===== config.mk =====
export PLATFORM = sky130hd
export DESIGN_NAME = truth_table_sweeper
export DESIGN_NICKNAME = d
export VERILOG_FILES = /design/src/rtl/sweep_pkg.sv /design/src/rtl/settle_timer.sv /design/src/rtl/truth_table_sweeper.sv
export SDC_FILE = /design/constraint.sdc
export NUM_CORES = 1
export LEC_CHECK = 0
export BUFFER_PORTS_ARGS = -buffer_cell sky130_fd_sc_hd__buf_2
export CAP_MARGIN = 10
export CORE_MARGIN = 5
export CORE_UTILIZATION = 49
export DETAILED_ROUTE_END_ITERATION = 8
export GPL_TIMING_DRIVEN = 0
export PLACE_DENSITY = 0.74
export SLEW_MARGIN = 20
export SYNTH_ARGS = -nofsm -noshare
export SYNTH_HDL_FRONTEND = slang
export SYNTH_HIERARCHICAL = 1
export SYNTH_SLANG_ARGS = --single-unit

===== constraint.sdc =====
create_clock -name clk -period 1.7 [get_ports clk]
set_input_delay 0.425 -clock clk [delete_from_list [all_inputs] [get_ports clk]]
set_output_delay 0.425 -clock clk [all_outputs]
set_load 0.02 [all_outputs]

===== src/rtl/sweep_pkg.sv =====
// Shared types and golden truth tables for the exhaustive-sweep checkers.
package sweep_pkg;

    typedef enum logic [1:0] {
        ST_IDLE   = 2'd0,
        ST_WAIT   = 2'd1,
        ST_SAMPLE = 2'd2,
        ST_DONE   = 2'd3
    } sweep_state_t;

    // Bit i is the required F for vector i, vector MSB is input A.
    localparam logic [15:0] TT_3_31_D = 16'h0DD0;  // F = (A^B)&(C|~D)

endpackage


===== src/rtl/settle_timer.sv =====
// Loadable down-counter that holds each vector for SETTLE cycles before sampling.
module settle_timer #(
    parameter int unsigned SETTLE = 1
) (
    input  logic clk,
    input  logic rst_n,
    input  logic load,
    input  logic en,
    output logic zero
);

    if (SETTLE == 0) begin : g_bypass
        // No hold time: the sweeper goes straight from sample to sample.
        logic unused_inputs;
        assign unused_inputs = ^{clk, rst_n, load, en};
        assign zero          = 1'b1;
    end else begin : g_count
        logic [3:0] count_q;

        always_ff @(posedge clk or negedge rst_n) begin
            if (!rst_n) begin
                count_q <= '0;
            end else if (load) begin
                count_q <= 4'(SETTLE - 1);
            end else if (en && count_q != '0) begin
                count_q <= count_q - 1'b1;
            end
        end

        assign zero = (count_q == '0);
    end

endmodule


===== src/rtl/truth_table_sweeper.sv =====
// Drives every input vector to a small combinational circuit, captures its truth
// table and scores it against a golden table.
module truth_table_sweeper
    import sweep_pkg::*;
#(
    parameter int unsigned         N_IN     = 4,
    parameter int unsigned         SETTLE   = 1,
    parameter logic [2**N_IN-1:0]  EXPECTED = TT_3_31_D
) (
    input  logic                 clk,
    input  logic                 rst_n,
    input  logic                 start,
    output logic [N_IN-1:0]      vec,
    input  logic                 resp,
    output logic                 busy,
    output logic                 done,
    output logic [2**N_IN-1:0]   table_out,
    output logic                 pass,
    output logic [N_IN:0]        fail_cnt,
    output logic [N_IN-1:0]      first_fail
);

    localparam logic [N_IN-1:0] LAST_IDX  = {N_IN{1'b1}};
    localparam bit              NO_SETTLE = (SETTLE == 0);

    sweep_state_t    state_q, state_d;
    logic [N_IN-1:0] idx_q;
    logic            accept, sampling, last_vec, mismatch;
    logic            timer_load, timer_en, timer_zero;

    assign accept   = (state_q == ST_IDLE) && start;
    assign sampling = (state_q == ST_SAMPLE);
    assign last_vec = (idx_q == LAST_IDX);
    assign mismatch = (resp != EXPECTED[idx_q]);
    assign timer_en = (state_q == ST_WAIT);

    settle_timer #(
        .SETTLE (SETTLE)
    ) u_settle_timer (
        .clk   (clk),
        .rst_n (rst_n),
        .load  (timer_load),
        .en    (timer_en),
        .zero  (timer_zero)
    );

    always_ff @(posedge clk or negedge rst_n) begin
        if (!rst_n) begin
            state_q <= ST_IDLE;
        end else begin
            state_q <= state_d;
        end
    end

    always_comb begin
        // NOTE: defaults first, so no path through the case leaves a signal unassigned (no latch).
        state_d    = state_q;
        timer_load = 1'b0;
        case (state_q)
            ST_IDLE: begin
                if (start) begin
                    state_d    = NO_SETTLE ? ST_SAMPLE : ST_WAIT;
                    timer_load = 1'b1;
                end
            end
            ST_WAIT: begin
                if (timer_zero) begin
                    state_d = ST_SAMPLE;
                end
            end
            ST_SAMPLE: begin
                if (last_vec) begin
                    state_d = ST_DONE;
                end else begin
                    state_d    = NO_SETTLE ? ST_SAMPLE : ST_WAIT;
                    timer_load = 1'b1;
                end
            end
            ST_DONE: begin
                state_d = ST_IDLE;
            end
            default: begin
                state_d = ST_IDLE;
            end
        endcase
    end

    always_ff @(posedge clk or negedge rst_n) begin
        if (!rst_n) begin
            // NOTE: the captured table is reset too, so an aborted sweep never leaves stale bits behind.
            idx_q      <= '0;
            busy       <= 1'b0;
            done       <= 1'b0;
            table_out  <= '0;
            fail_cnt   <= '0;
            first_fail <= '0;
            pass       <= 1'b0;
        end else begin
            // NOTE: non-blocking throughout, so every register sees the pre-edge values of the others.
            done <= 1'b0;
            if (accept) begin
                idx_q      <= '0;
                busy       <= 1'b1;
                table_out  <= '0;
                fail_cnt   <= '0;
                first_fail <= '0;
                pass       <= 1'b0;
            end else if (sampling) begin
                table_out[idx_q] <= resp;
                if (mismatch) begin
                    fail_cnt <= fail_cnt + 1'b1;
                    if (fail_cnt == '0) begin
                        first_fail <= idx_q;
                    end
                end
                if (last_vec) begin
                    // Score includes the final sample, which lands on this same edge.
                    busy <= 1'b0;
                    done <= 1'b1;
                    pass <= (fail_cnt == '0) && !mismatch;
                end else begin
                    idx_q <= idx_q + 1'b1;
                end
            end
        end
    end

    // The driven vector is the sweep index itself; it parks on the last vector afterwards.
    assign vec = idx_q;

endmodule


==> impl_metrics.env, run 1 <==
export IMPL_postSynthRegisterBits=38
export IMPL_max_slew_worst_pin_slew_ns=0.859
export IMPL_place_gp_congestion=0.801
export IMPL_post_dp_hpwl_um=2970
export IMPL_run_status="complete, but fails checks"
export IMPL_pwr_dens_nw_per_um2=1330
export IMPL_globalRouteMet1Util=0.239
export IMPL_worst_rel_slew_slack=0.427
export IMPL_synth_cell_types=35
export IMPL_post_drt_wl_per_cell_um=14.7
export IMPL_cts_root_buffer_cell="sky130_fd_sc_hd__clkbuf_8"
export IMPL_globalRoute_busiestLayer="met2"
export IMPL_worst_skew_late_latency_ns=0.29
export IMPL_dpl_worst_slack_ns=-0.183
export IMPL_final_critical_path_setup_slack_ns=-0.0261
export IMPL_postSynthCellCount=204
export IMPL_first_pass_grt_wire_length_um=7100
export IMPL_setup_worst_path_start_class="flop"
export IMPL_yosys_warnings=6
export IMPL_viasPerCell=5.33
export IMPL_gr_met3_demand_resource=0.0328
export IMPL_share_of_the_cycle_needed_by_the_critical_path_after_routing=1.02
export IMPL_crit_path_end_kind="flop"
export IMPL_unrepaired_setup_endpoints_after_global_routing="yes"
export IMPL_hold_worst_slack_ns=0.249
export IMPL_worst_endpoint_required_ns=1.88
export IMPL_r2r_cells=5
export IMPL_synthesis_nets=216
export IMPL_num_cts_buffers=5
export IMPL_total_leakage_power_nw=1.20
export IMPL_crit_path_top_delay_cell="sky130_fd_sc_hd__dfrtp_1"
export IMPL_detailedRoute_firstIterationViolations=77
export IMPL_insertedDiodeCount=0
export IMPL_crit_fanout=9
export IMPL_timing_clock_skew_ns=0.00739
export IMPL_final_net_count=262
export IMPL_post_synth_instance_area_um2=1970
export IMPL_crit_chain="buf_6 > xnor2_1 > or3_4 > a21bo_4 > mux2_4"
export IMPL_tritoncts="built"
export IMPL_floorplan_die_height_um=73.4
export IMPL_grt_remaining_overflow=0
export IMPL_area_growth_pct=23.9
export IMPL_grt_util_met2=0.269
export IMPL_synth_top_cells_by_area="sky130_fd_sc_hd__dfrtp_1 48%, sky130_fd_sc_hd__mux2i_1 7.6%, sky130_fd_sc_hd__nand2_1 5.7%, sky130_fd_sc_hd__nor2_1 5.3%, sky130_fd_sc_hd__ha_1 5.1%"
export IMPL_cts_sinks=38
export IMPL_report_final_slew_viol_count=0
export IMPL_final_cells=301
export IMPL_synth_top_cell_area_share=0.483
export IMPL_number_of_global_route_vias_before_repair=1453
export IMPL_violations="setup timing"
export IMPL_track_usage=0.172
export IMPL_die_w_um=73.4
export IMPL_critPathMaxStageDelay_ns=0.40
export IMPL_routed_wirelength_um=4430
export IMPL_fmaxAchievable_mhz=579
export IMPL_die_area_um2=5380
export IMPL_grt_start_max_net_pins=39
export IMPL_drt_pass1_iter_count=5
export IMPL_clock_tree_buffer_depth=2
export IMPL_starting_density_of_the_core=0.499
export IMPL_max_cap_viol_count=0
export IMPL_critPathArrivalTime_ns=1.91
export IMPL_crit_type="flop to flop"
export IMPL_htreeDepth=2
export IMPL_core_um2=3940
export IMPL_timing_hold_violations_final=0
export IMPL_clkTransAtPathRegs_ns=0.08
export IMPL_period_minus_slack_ns=1.73
export IMPL_power_total_mw=3.24
export IMPL_dp_cells=288
export IMPL_ioPinCount=36
export IMPL_setup_violations_final=1
export IMPL_ant_nets=0
export IMPL_floorplan_rows=23
export IMPL_final_setup_tns_ns=-0.0261
export IMPL_synth_sequential_area_ratio=0.483
export IMPL_port_buffer_count=34
export IMPL_antenna_found_initial=0
export IMPL_vias=1603
export IMPL_post_route_cells_drive_above_1_share=0.291
export IMPL_power_ir_vdd_worst_uv=876
export IMPL_hold_class="input pin to asynchronous set/reset pin"
export IMPL_netlist_top_cell_by_area="sky130_fd_sc_hd__dfrtp_1"
export IMPL_synth_avg_cell_area_um2=9.64
export IMPL_route_detailed_drc=0
per-layer routing:
metal  wire, µm  vias up
met1       2020      781
li1           -      775
met2       2150       41
met4         51        0
met3        203        6
met5          0        -
sequential cells by signal, summed over array words and instances (netlist names):
| register | count |
|---|---|
| first_fail | 4 |
| fail_cnt | 5 |
| state_q | 2 |
| busy | 1 |
| u_settle_timer/g_count.count_q | 4 |
| done | 1 |
| table_out | 16 |
| pass | 1 |
| vec | 4 |
area by class of cell:
class	instances	area [µm²]
well taps	50	62.6
clock buffers	6	82.6
multi-input cells	149	983
flip-flops and latches	38	953
clock inverters	2	60.1
repair buffers	40	215
plain buffers	8	50.0
fillers	329	1510
inverters	8	30.0
layout by cell type, fill, tap and decap left out, types with 2 or more instances in the layout:
cell type and n:
sky130_fd_sc_hd__dfrtp_1 36, sky130_fd_sc_hd__buf_2 35, sky130_fd_sc_hd__nand2_1 28, sky130_fd_sc_hd__nor2_1 27
sky130_fd_sc_hd__mux2i_1 15, sky130_fd_sc_hd__a21oi_1 14, sky130_fd_sc_hd__o21ai_0 12, sky130_fd_sc_hd__nand3_1 8
sky130_fd_sc_hd__buf_4 7, sky130_fd_sc_hd__ha_1 7, sky130_fd_sc_hd__inv_1 6, sky130_fd_sc_hd__clkbuf_8 6
sky130_fd_sc_hd__nand3b_1 5, sky130_fd_sc_hd__clkbuf_1 3, sky130_fd_sc_hd__inv_2 2, sky130_fd_sc_hd__nor2b_1 2
sky130_fd_sc_hd__nand2_2 2, sky130_fd_sc_hd__buf_6 2, sky130_fd_sc_hd__nand2b_1 2, sky130_fd_sc_hd__xor2_1 2
sky130_fd_sc_hd__xnor2_1 2, sky130_fd_sc_hd__bufinv_16 2, sky130_fd_sc_hd__mux2_2 2, sky130_fd_sc_hd__dfrtp_2 2
Yosys cell counts:
cell / count
sky130_fd_sc_hd__dfrtp_1: 38
sky130_fd_sc_hd__nand2_1: 30
sky130_fd_sc_hd__nor2_1: 28
sky130_fd_sc_hd__mux2i_1: 15
sky130_fd_sc_hd__a21oi_1: 14
sky130_fd_sc_hd__o21ai_0: 13
sky130_fd_sc_hd__ha_1: 8
sky130_fd_sc_hd__inv_1: 8
sky130_fd_sc_hd__nand3_1: 8
sky130_fd_sc_hd__clkbuf_1: 5
sky130_fd_sc_hd__nand3b_1: 5
sky130_fd_sc_hd__nor2b_1: 3
sky130_fd_sc_hd__buf_2: 2
sky130_fd_sc_hd__buf_6: 2
sky130_fd_sc_hd__mux2_2: 2
sky130_fd_sc_hd__nand2b_1: 2
sky130_fd_sc_hd__xnor2_1: 2
sky130_fd_sc_hd__xor2_1: 2
sky130_fd_sc_hd__a21bo_4: 1
sky130_fd_sc_hd__a21boi_0: 1
sky130_fd_sc_hd__a21o_1: 1
sky130_fd_sc_hd__a21oi_2: 1
sky130_fd_sc_hd__a31o_1: 1
sky130_fd_sc_hd__and2_0: 1
sky130_fd_sc_hd__and3_1: 1
sky130_fd_sc_hd__and4_1: 1
sky130_fd_sc_hd__mux2_4: 1
sky130_fd_sc_hd__nor3_1: 1
sky130_fd_sc_hd__nor3b_2: 1
sky130_fd_sc_hd__nor4_2: 1
sky130_fd_sc_hd__nor4b_1: 1
sky130_fd_sc_hd__o31a_1: 1
sky130_fd_sc_hd__or3_2: 1
sky130_fd_sc_hd__or3_4: 1
sky130_fd_sc_hd__or4b_4: 1
logic make-up (layout without fill, tap and decap cells):
group	Yosys count	in the layout	share of synthesized area
AO/OA/AOI/OAI	33	33	0.0980
AND/OR/NAND/NOR	86	86	0.213
XOR/XNOR	4	4	0.0178
buffers and inverters	17	64	0.0413
flip-flops	38	38	0.483
multiplexers	18	18	0.0954
adder cells (fa/ha/maj)	8	8	0.0509
path summary, 6_finish.rpt:
check | from | to | slack, ns
min | rst_n | state_q[0]$_DFFE_PN0P_ | 0.25
min reg2reg | first_fail[0]$_DFFE_PN0P_ | first_fail[0]$_DFFE_PN0P_ | 0.53
max in group asynchronous | rst_n | vec[1]$_DFFE_PN0P_ | 0.86
max reg2reg | vec[2]$_DFFE_PN0P_ | fail_cnt[1]$_DFFE_PN0P_ | -0.03
max | vec[2]$_DFFE_PN0P_ | fail_cnt[1]$_DFFE_PN0P_ | -0.03
min in group clk | start | state_q[0]$_DFFE_PN0P_ | 0.41
critical path, delay by kind of cell, from the launching register on:
family,cells,cell delay (ns)
compound gates,1,0.25
xor+xnor,1,0.15
buf+inv,1,0.14
flops,1,0.40
mux,1,0.29
simple gates,1,0.38
through the flow:
step                      utilization  cell area [µm²]
after floorplan                     -             1970
after global routing            0.618             2440
final                           0.618             2440
after CTS                       0.604             2380
after detailed placement        0.559             2200
after global placement          0.559             2200
power breakdown:
part	internal (mW)	switching, mW
logic	0.454	0.692
clock network	0.626	0.323
registers	1.03	0.117
repair_timing:
action | CTS | global route
resized for setup | 5 | 9
endpoints found under the hold margin | 0 | 0
pin swaps | 0 | 1
setup buffers | 2 | 4
endpoints found under the setup margin | 9 | 14
hold buffers | 0 | 0
(Power assumes the default switching activity.)
==> inputs of run 2 (changes only) <==
--- a/config.mk
+++ b/config.mk
@@ -12,6 +12,7 @@
 export DETAILED_ROUTE_END_ITERATION = 8
 export GPL_TIMING_DRIVEN = 0
 export PLACE_DENSITY = 0.74
+export REMOVE_ABC_BUFFERS = 1
 export SLEW_MARGIN = 20
 export SYNTH_ARGS = -nofsm -noshare
 export SYNTH_HDL_FRONTEND = slang
==> run 2 against run 1 <==
Against the previous run:
- the flow now finishes without violations
- maximum frequency increased by 2.5%
- clock power shrank 33%
- cell count is 1.0% lower
- register-to-register slack better by 0.04 ns
- highest routed layer unchanged
- first-iteration DRC count is 56% higher
==> impl_metrics.env, run 2 (synthesized netlist as in run 1, its figures left out) <==
export IMPL_r2r_cells=4
export IMPL_share_of_the_cycle_needed_by_the_critical_path_after_routing=0.990
export IMPL_setup_worst_path_start_class="flop"
export IMPL_ioPinCount=36
export IMPL_post_cts_hold_buffer_count=0
export IMPL_drt_pass1_iter_count=4
export IMPL_viasPerCell=5.34
export IMPL_die_area_um2=5380
export IMPL_report_final_slew_viol_count=0
export IMPL_post_drt_wl_per_cell_um=14.4
export IMPL_final_setup_tns_ns=0
export IMPL_floorplan_rows=23
export IMPL_post_dp_hpwl_um=2780
export IMPL_timing_hold_violations_final=0
export IMPL_fmaxAchievable_mhz=594
export IMPL_critPathMaxStageDelay_ns=0.43
export IMPL_unrepaired_setup_endpoints_after_global_routing="yes"
export IMPL_critPathArrivalTime_ns=1.87
export IMPL_antenna_found_initial=0
export IMPL_mostFrequentLayoutCell="sky130_fd_sc_hd__buf_2"
export IMPL_place_gp_congestion=0.780
export IMPL_detailedRoute_firstIterationViolations=120
export IMPL_core_um2=3940
export IMPL_track_usage=0.177
export IMPL_final_net_count=259
export IMPL_most_common_layout_cells="35 x sky130_fd_sc_hd__buf_2, 32 x sky130_fd_sc_hd__dfrtp_1, 27 x sky130_fd_sc_hd__nor2_1, 27 x sky130_fd_sc_hd__nand2_1, 15 x sky130_fd_sc_hd__mux2i_1"
export IMPL_worst_rel_slew_slack=0.431
export IMPL_largest_register_ff_count=16
export IMPL_finalCoreUtilization=0.603
export IMPL_routed_wirelength_um=4300
export IMPL_die_w_um=73.4
export IMPL_path_delay_family="flip-flops"
export IMPL_cts_root_buffer_cell="sky130_fd_sc_hd__clkbuf_8"
export IMPL_hold_worst_slack_ns=0.234
export IMPL_crit_type="flop to flop"
export IMPL_tritoncts="built"
export IMPL_crit_path_end_kind="flop"
export IMPL_crit_chain="ha_2 > or3_4 > a21bo_4 > mux2_4"
export IMPL_post_route_cells_drive_above_1_share=0.315
export IMPL_worst_path_buf_inv=0
export IMPL_period_minus_slack_ns=1.68
export IMPL_power_ir_vdd_worst_uv=788
export IMPL_insertedDiodeCount=0
export IMPL_max_cap_viol_count=0
export IMPL_pwr_dens_nw_per_um2=1240
export IMPL_htreeDepth=2
export IMPL_vias=1590
export IMPL_starting_density_of_the_core=0.499
export IMPL_clock_tree_buffer_depth=2
export IMPL_setup_violations_final=0
export IMPL_grt_start_max_net_pins=39
export IMPL_port_buffer_count=35
export IMPL_critical_path_depth=4
export IMPL_cts_sinks=38
export IMPL_floorplan_die_height_um=73.4
export IMPL_num_cts_buffers=5
export IMPL_first_pass_grt_wire_length_um=7160
export IMPL_number_of_global_route_vias_before_repair=1455
export IMPL_route_detailed_drc=0
export IMPL_run_status="completed"
export IMPL_worst_skew_late_latency_ns=0.29
export IMPL_area_growth_pct=20.9
export IMPL_hold_class="input pin to asynchronous set/reset pin"
export IMPL_total_leakage_power_nw=1.17
export IMPL_max_slew_worst_pin_slew_ns=0.854
export IMPL_crit_path_top_delay_cell="sky130_fd_sc_hd__dfrtp_2"
export IMPL_regMostFlops="table_out"
export IMPL_grt_remaining_overflow=0
export IMPL_ant_nets=0
export IMPL_crit_fanout=4
export IMPL_fill_cells=333
export IMPL_layout_top_registers="table_out (16), fail_cnt (5)"
export IMPL_clkTransAtPathRegs_ns=0.08
export IMPL_timing_clock_skew_ns=0.00768
export IMPL_worst_endpoint_required_ns=1.88
run 2: layer usage:
| metal | part of all wire | GRT usage | vias up |
|---|---|---|---|
| li1 | - | - | 770 |
| met1 | 0.43 | 0.233 | 777 |
| met2 | 0.50 | 0.275 | 34 |
| met3 | 0.053 | 0.0534 | 9 |
| met4 | 0.017 | 0.0664 | 0 |
| met5 | 0 | 0 | - |
run 2: path summary, 6_finish.rpt:
kind	from	slack (ns)	end
min	rst_n	0.23	table_out[10]$_DFFE_PN0P_
max in group asynchronous	rst_n	0.87	state_q[0]$_DFFE_PN0P_
max reg2reg	vec[0]$_DFFE_PN0P_	0.02	fail_cnt[1]$_DFFE_PN0P_
min reg2reg	table_out[14]$_DFFE_PN0P_	0.52	table_out[14]$_DFFE_PN0P_
max	vec[0]$_DFFE_PN0P_	0.02	fail_cnt[1]$_DFFE_PN0P_
min in group clk	start	0.41	state_q[0]$_DFFE_PN0P_
run 2: stage by stage:
stage / instances / power, mW / setup WS [ns] / instance area (µm²)
2_1_floorplan: 195 / 1.83 / -0.178 / 1920
3_3_place_gp: 280 / 2.10 / -0.324 / 2150
3_5_place_dp: 280 / 2.13 / -0.369 / 2150
4_1_cts: 294 / 2.87 / 0.0333 / 2310
5_1_grt: 298 / 3.16 / -0.0247 / 2380
6_report: 298 / 2.95 / 0.0163 / 2380
run 2: worst reg2reg max path: cells and delay by family, from the launching register on:
| family | cells | cell delay (ns) |
|---|---|---|
| muxes | 1 | 0.30 |
| AOI/OAI and AO/OA | 1 | 0.25 |
| adders and majority gates | 1 | 0.22 |
| DFF | 1 | 0.43 |
| and+or+nand+nor | 1 | 0.37 |
run 2: area by class of cell:
type / count / area [µm²] / area share
multi-input cells: 149 / 985 / 0.414
flip-flops and latches: 38 / 958 / 0.403
clock inverters: 1 / 5.00 / 0.00211
clock buffers: 7 / 86.3 / 0.0363
inverters: 8 / 30.0 / 0.0126
repair buffers: 45 / 250 / 0.105
well taps: 50 / 62.6 / 0.0263
run 2: timing repair:
item,in CTS,in global routing
gates resized for setup,12,9
pin swaps,1,0
endpoints found under the setup margin,33,11
buffers inserted,6,4
run 2: where the power goes:
| part | leakage, nW | total [mW] | switching (mW) | internal [mW] |
|---|---|---|---|---|
| clock network | 0.0482 | 0.640 | 0.313 | 0.327 |
| registers | 0.509 | 1.17 | 0.135 | 1.03 |
| logic | 0.613 | 1.14 | 0.665 | 0.476 |
| total | 1.17 | 2.95 | 1.11 | 1.84 |
==> inputs of run 3 (changes only) <==
--- a/config.mk
+++ b/config.mk
@@ -5,13 +5,15 @@
 export SDC_FILE = /design/constraint.sdc
 export NUM_CORES = 1
 export LEC_CHECK = 0
+export ABC_AREA = 1
 export BUFFER_PORTS_ARGS = -buffer_cell sky130_fd_sc_hd__buf_2
 export CAP_MARGIN = 10
-export CORE_MARGIN = 5
-export CORE_UTILIZATION = 49
+export CORE_MARGIN = 3
+export CORE_UTILIZATION = 50
 export DETAILED_ROUTE_END_ITERATION = 8
 export GPL_TIMING_DRIVEN = 0
-export PLACE_DENSITY = 0.74
+export HOLD_SLACK_MARGIN = 0.1
+export PLACE_DENSITY = 0.75
 export REMOVE_ABC_BUFFERS = 1
 export SLEW_MARGIN = 20
 export SYNTH_ARGS = -nofsm -noshare
==> run 3 against run 2 <==
Against the previous run:
- cell count rose by 19%
- clock skew fell by 0.0024 ns
- via count rose by 10%
- clock power fell by 11%
- combinational power rose by 30%
- register-to-register slack improved by 0.11 ns
- maximum frequency rose by 7.2%
- global-route usage rose by 0.063 points
- largest cell class is now flip-flops and latches
- largest power group is now combinational cells
==> impl_metrics.env, run 3 <==
export IMPL_clock_tree_buffer_depth=2
export IMPL_area_sequential_um2=951
export IMPL_leading_cell_type_by_number_of_instances_after_synthesis="sky130_fd_sc_hd__nand2_1"
export IMPL_most_common_layout_cells="83 x sky130_fd_sc_hd__nand2_1, 38 x sky130_fd_sc_hd__dfrtp_1, 35 x sky130_fd_sc_hd__buf_2, 34 x sky130_fd_sc_hd__inv_1, 21 x sky130_fd_sc_hd__o21ai_1"
export IMPL_yosys_warnings=6
export IMPL_detailedRoute_firstIterationViolations=122
export IMPL_critPathMaxStageDelay_ns=0.44
export IMPL_grt_start_max_net_pins=39
export IMPL_max_cap_viol_count=0
export IMPL_unrepaired_setup_endpoints_after_global_routing="no"
export IMPL_die_w_um=70.3
export IMPL_multi_input_area_um2=902
export IMPL_antenna_found_initial=0
export IMPL_area_growth_pct=16.2
export IMPL_floorplan_rows=22
export IMPL_route_detailed_drc=0
export IMPL_pwr_dens_nw_per_um2=1360
export IMPL_cpMostUsedCell="sky130_fd_sc_hd__nand2_1"
export IMPL_starting_density_of_the_core=0.541
export IMPL_yosys_top_cells_count="84 x sky130_fd_sc_hd__nand2_1, 38 x sky130_fd_sc_hd__dfrtp_1, 35 x sky130_fd_sc_hd__inv_1, 21 x sky130_fd_sc_hd__o21ai_1, 17 x sky130_fd_sc_hd__nand3_1"
export IMPL_setup_violations_final=0
export IMPL_final_net_count=319
export IMPL_clkTransAtPathRegs_ns=0.07
export IMPL_cts_root_buffer_cell="sky130_fd_sc_hd__clkbuf_8"
export IMPL_rrSetupSlack_ns=0.13
export IMPL_place_gp_congestion=0.805
export IMPL_floorplan_die_height_um=70.3
export IMPL_max_slew_worst_pin_slew_ns=0.828
export IMPL_first_pass_grt_wire_length_um=7160
export IMPL_netlist_top_cell_by_area="sky130_fd_sc_hd__dfrtp_1"
export IMPL_synth_edff_count=0
export IMPL_postPlaceCellArea_um2=2240
export IMPL_die_area_um2=4940
export IMPL_worst_endpoint_required_ns=1.88
export IMPL_number_of_global_route_vias_before_repair=1611
export IMPL_power_total_mw=3.26
export IMPL_crit_chain="ha_1 > nand3_1 > nand2_1 > nand2_1 > inv_2 > nand2_2 > inv_2 > nand2_1 > nand2_1"
export IMPL_layout_top_registers="table_out (16), fail_cnt (5)"
export IMPL_drt_pass1_iter_count=4
export IMPL_dp_cells=339
export IMPL_hold_class="input pin to asynchronous set/reset pin"
export IMPL_synth_sequential_area_ratio=0.460
export IMPL_post_dp_hpwl_um=2870
export IMPL_track_usage=0.178
export IMPL_worst_skew_late_latency_ns=0.29
export IMPL_largest_register_ff_count=16
export IMPL_num_cts_buffers=5
export IMPL_synthFlopType="sky130_fd_sc_hd__dfrtp_1"
export IMPL_crit_path_top_delay_cell="sky130_fd_sc_hd__dfrtp_1"
export IMPL_period_minus_slack_ns=1.57
export IMPL_crit_fanout=5
export IMPL_worst_rel_slew_slack=0.448
export IMPL_worst_path_buf_inv=2
export IMPL_crit_path_end_kind="flop"
export IMPL_share_of_flip_flops_with_an_asynchronous_set_or_reset_after_synthesis=1.00
export IMPL_post_synth_instance_area_um2=2070
export IMPL_synth_cell_types=25
export IMPL_r2r_cells=9
export IMPL_total_leakage_power_nw=1.46
export IMPL_mostFrequentLayoutCell="sky130_fd_sc_hd__nand2_1"
export IMPL_setup_worst_path_start_class="flop"
export IMPL_tritoncts="built"
export IMPL_crit_type="flop to flop"
export IMPL_power_ir_vdd_worst_uv=832
export IMPL_routed_wirelength_um=4190
export IMPL_reg_to_reg_start="vec[0]$_DFFE_PN0P_"
export IMPL_postSynthRegisterBits=38
export IMPL_insertedDiodeCount=0
export IMPL_synth_avg_cell_area_um2=7.89
export IMPL_htreeDepth=2
export IMPL_viasPerCell=4.94
export IMPL_path_delay_family="simple AND/OR/NAND/NOR gates"
export IMPL_cts_sinks=38
export IMPL_fill_cells=329
export IMPL_report_final_slew_viol_count=0
export IMPL_timing_hold_violations_final=0
export IMPL_post_drt_wl_per_cell_um=11.8
export IMPL_run_status="completed"
export IMPL_final_cells=355
export IMPL_synth_top_cell_area_share=0.460
export IMPL_core_um2=3830
export IMPL_dpl_worst_slack_ns=-0.348
export IMPL_grt_remaining_overflow=0
export IMPL_vias=1752
export IMPL_synth_top_cells_by_area="sky130_fd_sc_hd__dfrtp_1 46%, sky130_fd_sc_hd__nand2_1 15%, sky130_fd_sc_hd__inv_1 6.4%, sky130_fd_sc_hd__o21ai_1 5.1%, sky130_fd_sc_hd__ha_1 4.8%"
export IMPL_postSynthCellCount=262
export IMPL_share_of_the_cycle_needed_by_the_critical_path_after_routing=0.924
export IMPL_ioPinCount=36
export IMPL_fmaxAchievable_mhz=637
export IMPL_ant_nets=0
export IMPL_timing_clock_skew_ns=0.00527
export IMPL_r2r_end="u_settle_timer/g_count.count_q[3]$_DFFE_PN0P_"
export IMPL_post_cts_hold_buffer_count=0
export IMPL_critPathArrivalTime_ns=1.75
export IMPL_regMostFlops="table_out"
export IMPL_post_route_cells_drive_above_1_share=0.231
export IMPL_final_design_area_no_fill_um2=2400
export IMPL_final_critical_path_setup_slack_ns=0.129
export IMPL_port_buffer_count=35
## run 3: worst register-to-register path, cell delays in order (launching register included)
cell                      delay [ns]
sky130_fd_sc_hd__dfrtp_1        0.44
sky130_fd_sc_hd__ha_1           0.24
sky130_fd_sc_hd__nand3_1        0.14
sky130_fd_sc_hd__nand2_1        0.12
sky130_fd_sc_hd__nand2_1        0.18
sky130_fd_sc_hd__inv_2          0.08
sky130_fd_sc_hd__nand2_2        0.12
sky130_fd_sc_hd__inv_2          0.04
sky130_fd_sc_hd__nand2_1        0.05
sky130_fd_sc_hd__nand2_1        0.05
## run 3: routing by layer
layer | up-vias | global-route usage | share of wire
li1 | 908 | - | -
met1 | 803 | 0.231 | 0.46
met2 | 35 | 0.290 | 0.48
met3 | 6 | 0.0417 | 0.048
met4 | 0 | 0.0574 | 0.016
met5 | - | 0 | 0
## run 3: cells by family after synthesis
logic type / synth area share
buffers and inverters: 0.114
flip-flops: 0.460
AND/OR/NAND/NOR: 0.294
XOR/XNOR: 0.0127
AO/OA/AOI/OAI: 0.0714
adder cells (fa/ha/maj): 0.0484
## run 3: report_power, final
| group | switching (mW) | internal [mW] | leakage, nW | total, mW |
|---|---|---|---|---|
| Clock | 0.286 | 0.282 | 0.0383 | 0.568 |
| Combinational | 0.991 | 0.487 | 0.912 | 1.48 |
| Sequential | 0.139 | 1.08 | 0.512 | 1.22 |
## run 3: worst max path at each step
stage | depth (start not counted) | from | end | slack, ns
floorplan | 6 | state_q[0]$_DFFE_PN0P_ | table_out[6]$_DFFE_PN0P_ | 0.18
global placement | 6 | start | table_out[6]$_DFFE_PN0P_ | -0.35
detailed placement | 6 | start | table_out[6]$_DFFE_PN0P_ | -0.35
CTS | 6 | state_q[0]$_DFFE_PN0P_ | table_out[6]$_DFFE_PN0P_ | 0.0007
global route | 9 | vec[0]$_DFFE_PN0P_ | u_settle_timer/g_count.count_q[2]$_DFFE_PN0P_ | 0.02
finish | 9 | vec[0]$_DFFE_PN0P_ | u_settle_timer/g_count.count_q[3]$_DFFE_PN0P_ | 0.13
## run 3: through the flow
stage	hold WS [ns]	util	setup TNS, ns
3_5_place_dp	0.457	0.586	-6.90
6_report	0.235	0.628	0
5_1_grt	0.302	0.628	0
2_1_floorplan	0.129	-	0
4_1_cts	0.266	0.608	0
3_3_place_gp	0.452	0.586	-6.02
## run 3: final cells by class
type	count	area share
tap	48	0.0250
sequential	38	0.396
inverter	46	0.0744
timing repair buffer	43	0.0979
clock buffer	7	0.0318
multi-input combinational	173	0.375
## run 3: timing repair
action,4_1_cts,5_1_grt
resized for setup,1,2
cloned,0,1
setup buffers,0,8
setup endpoints to repair,29,16
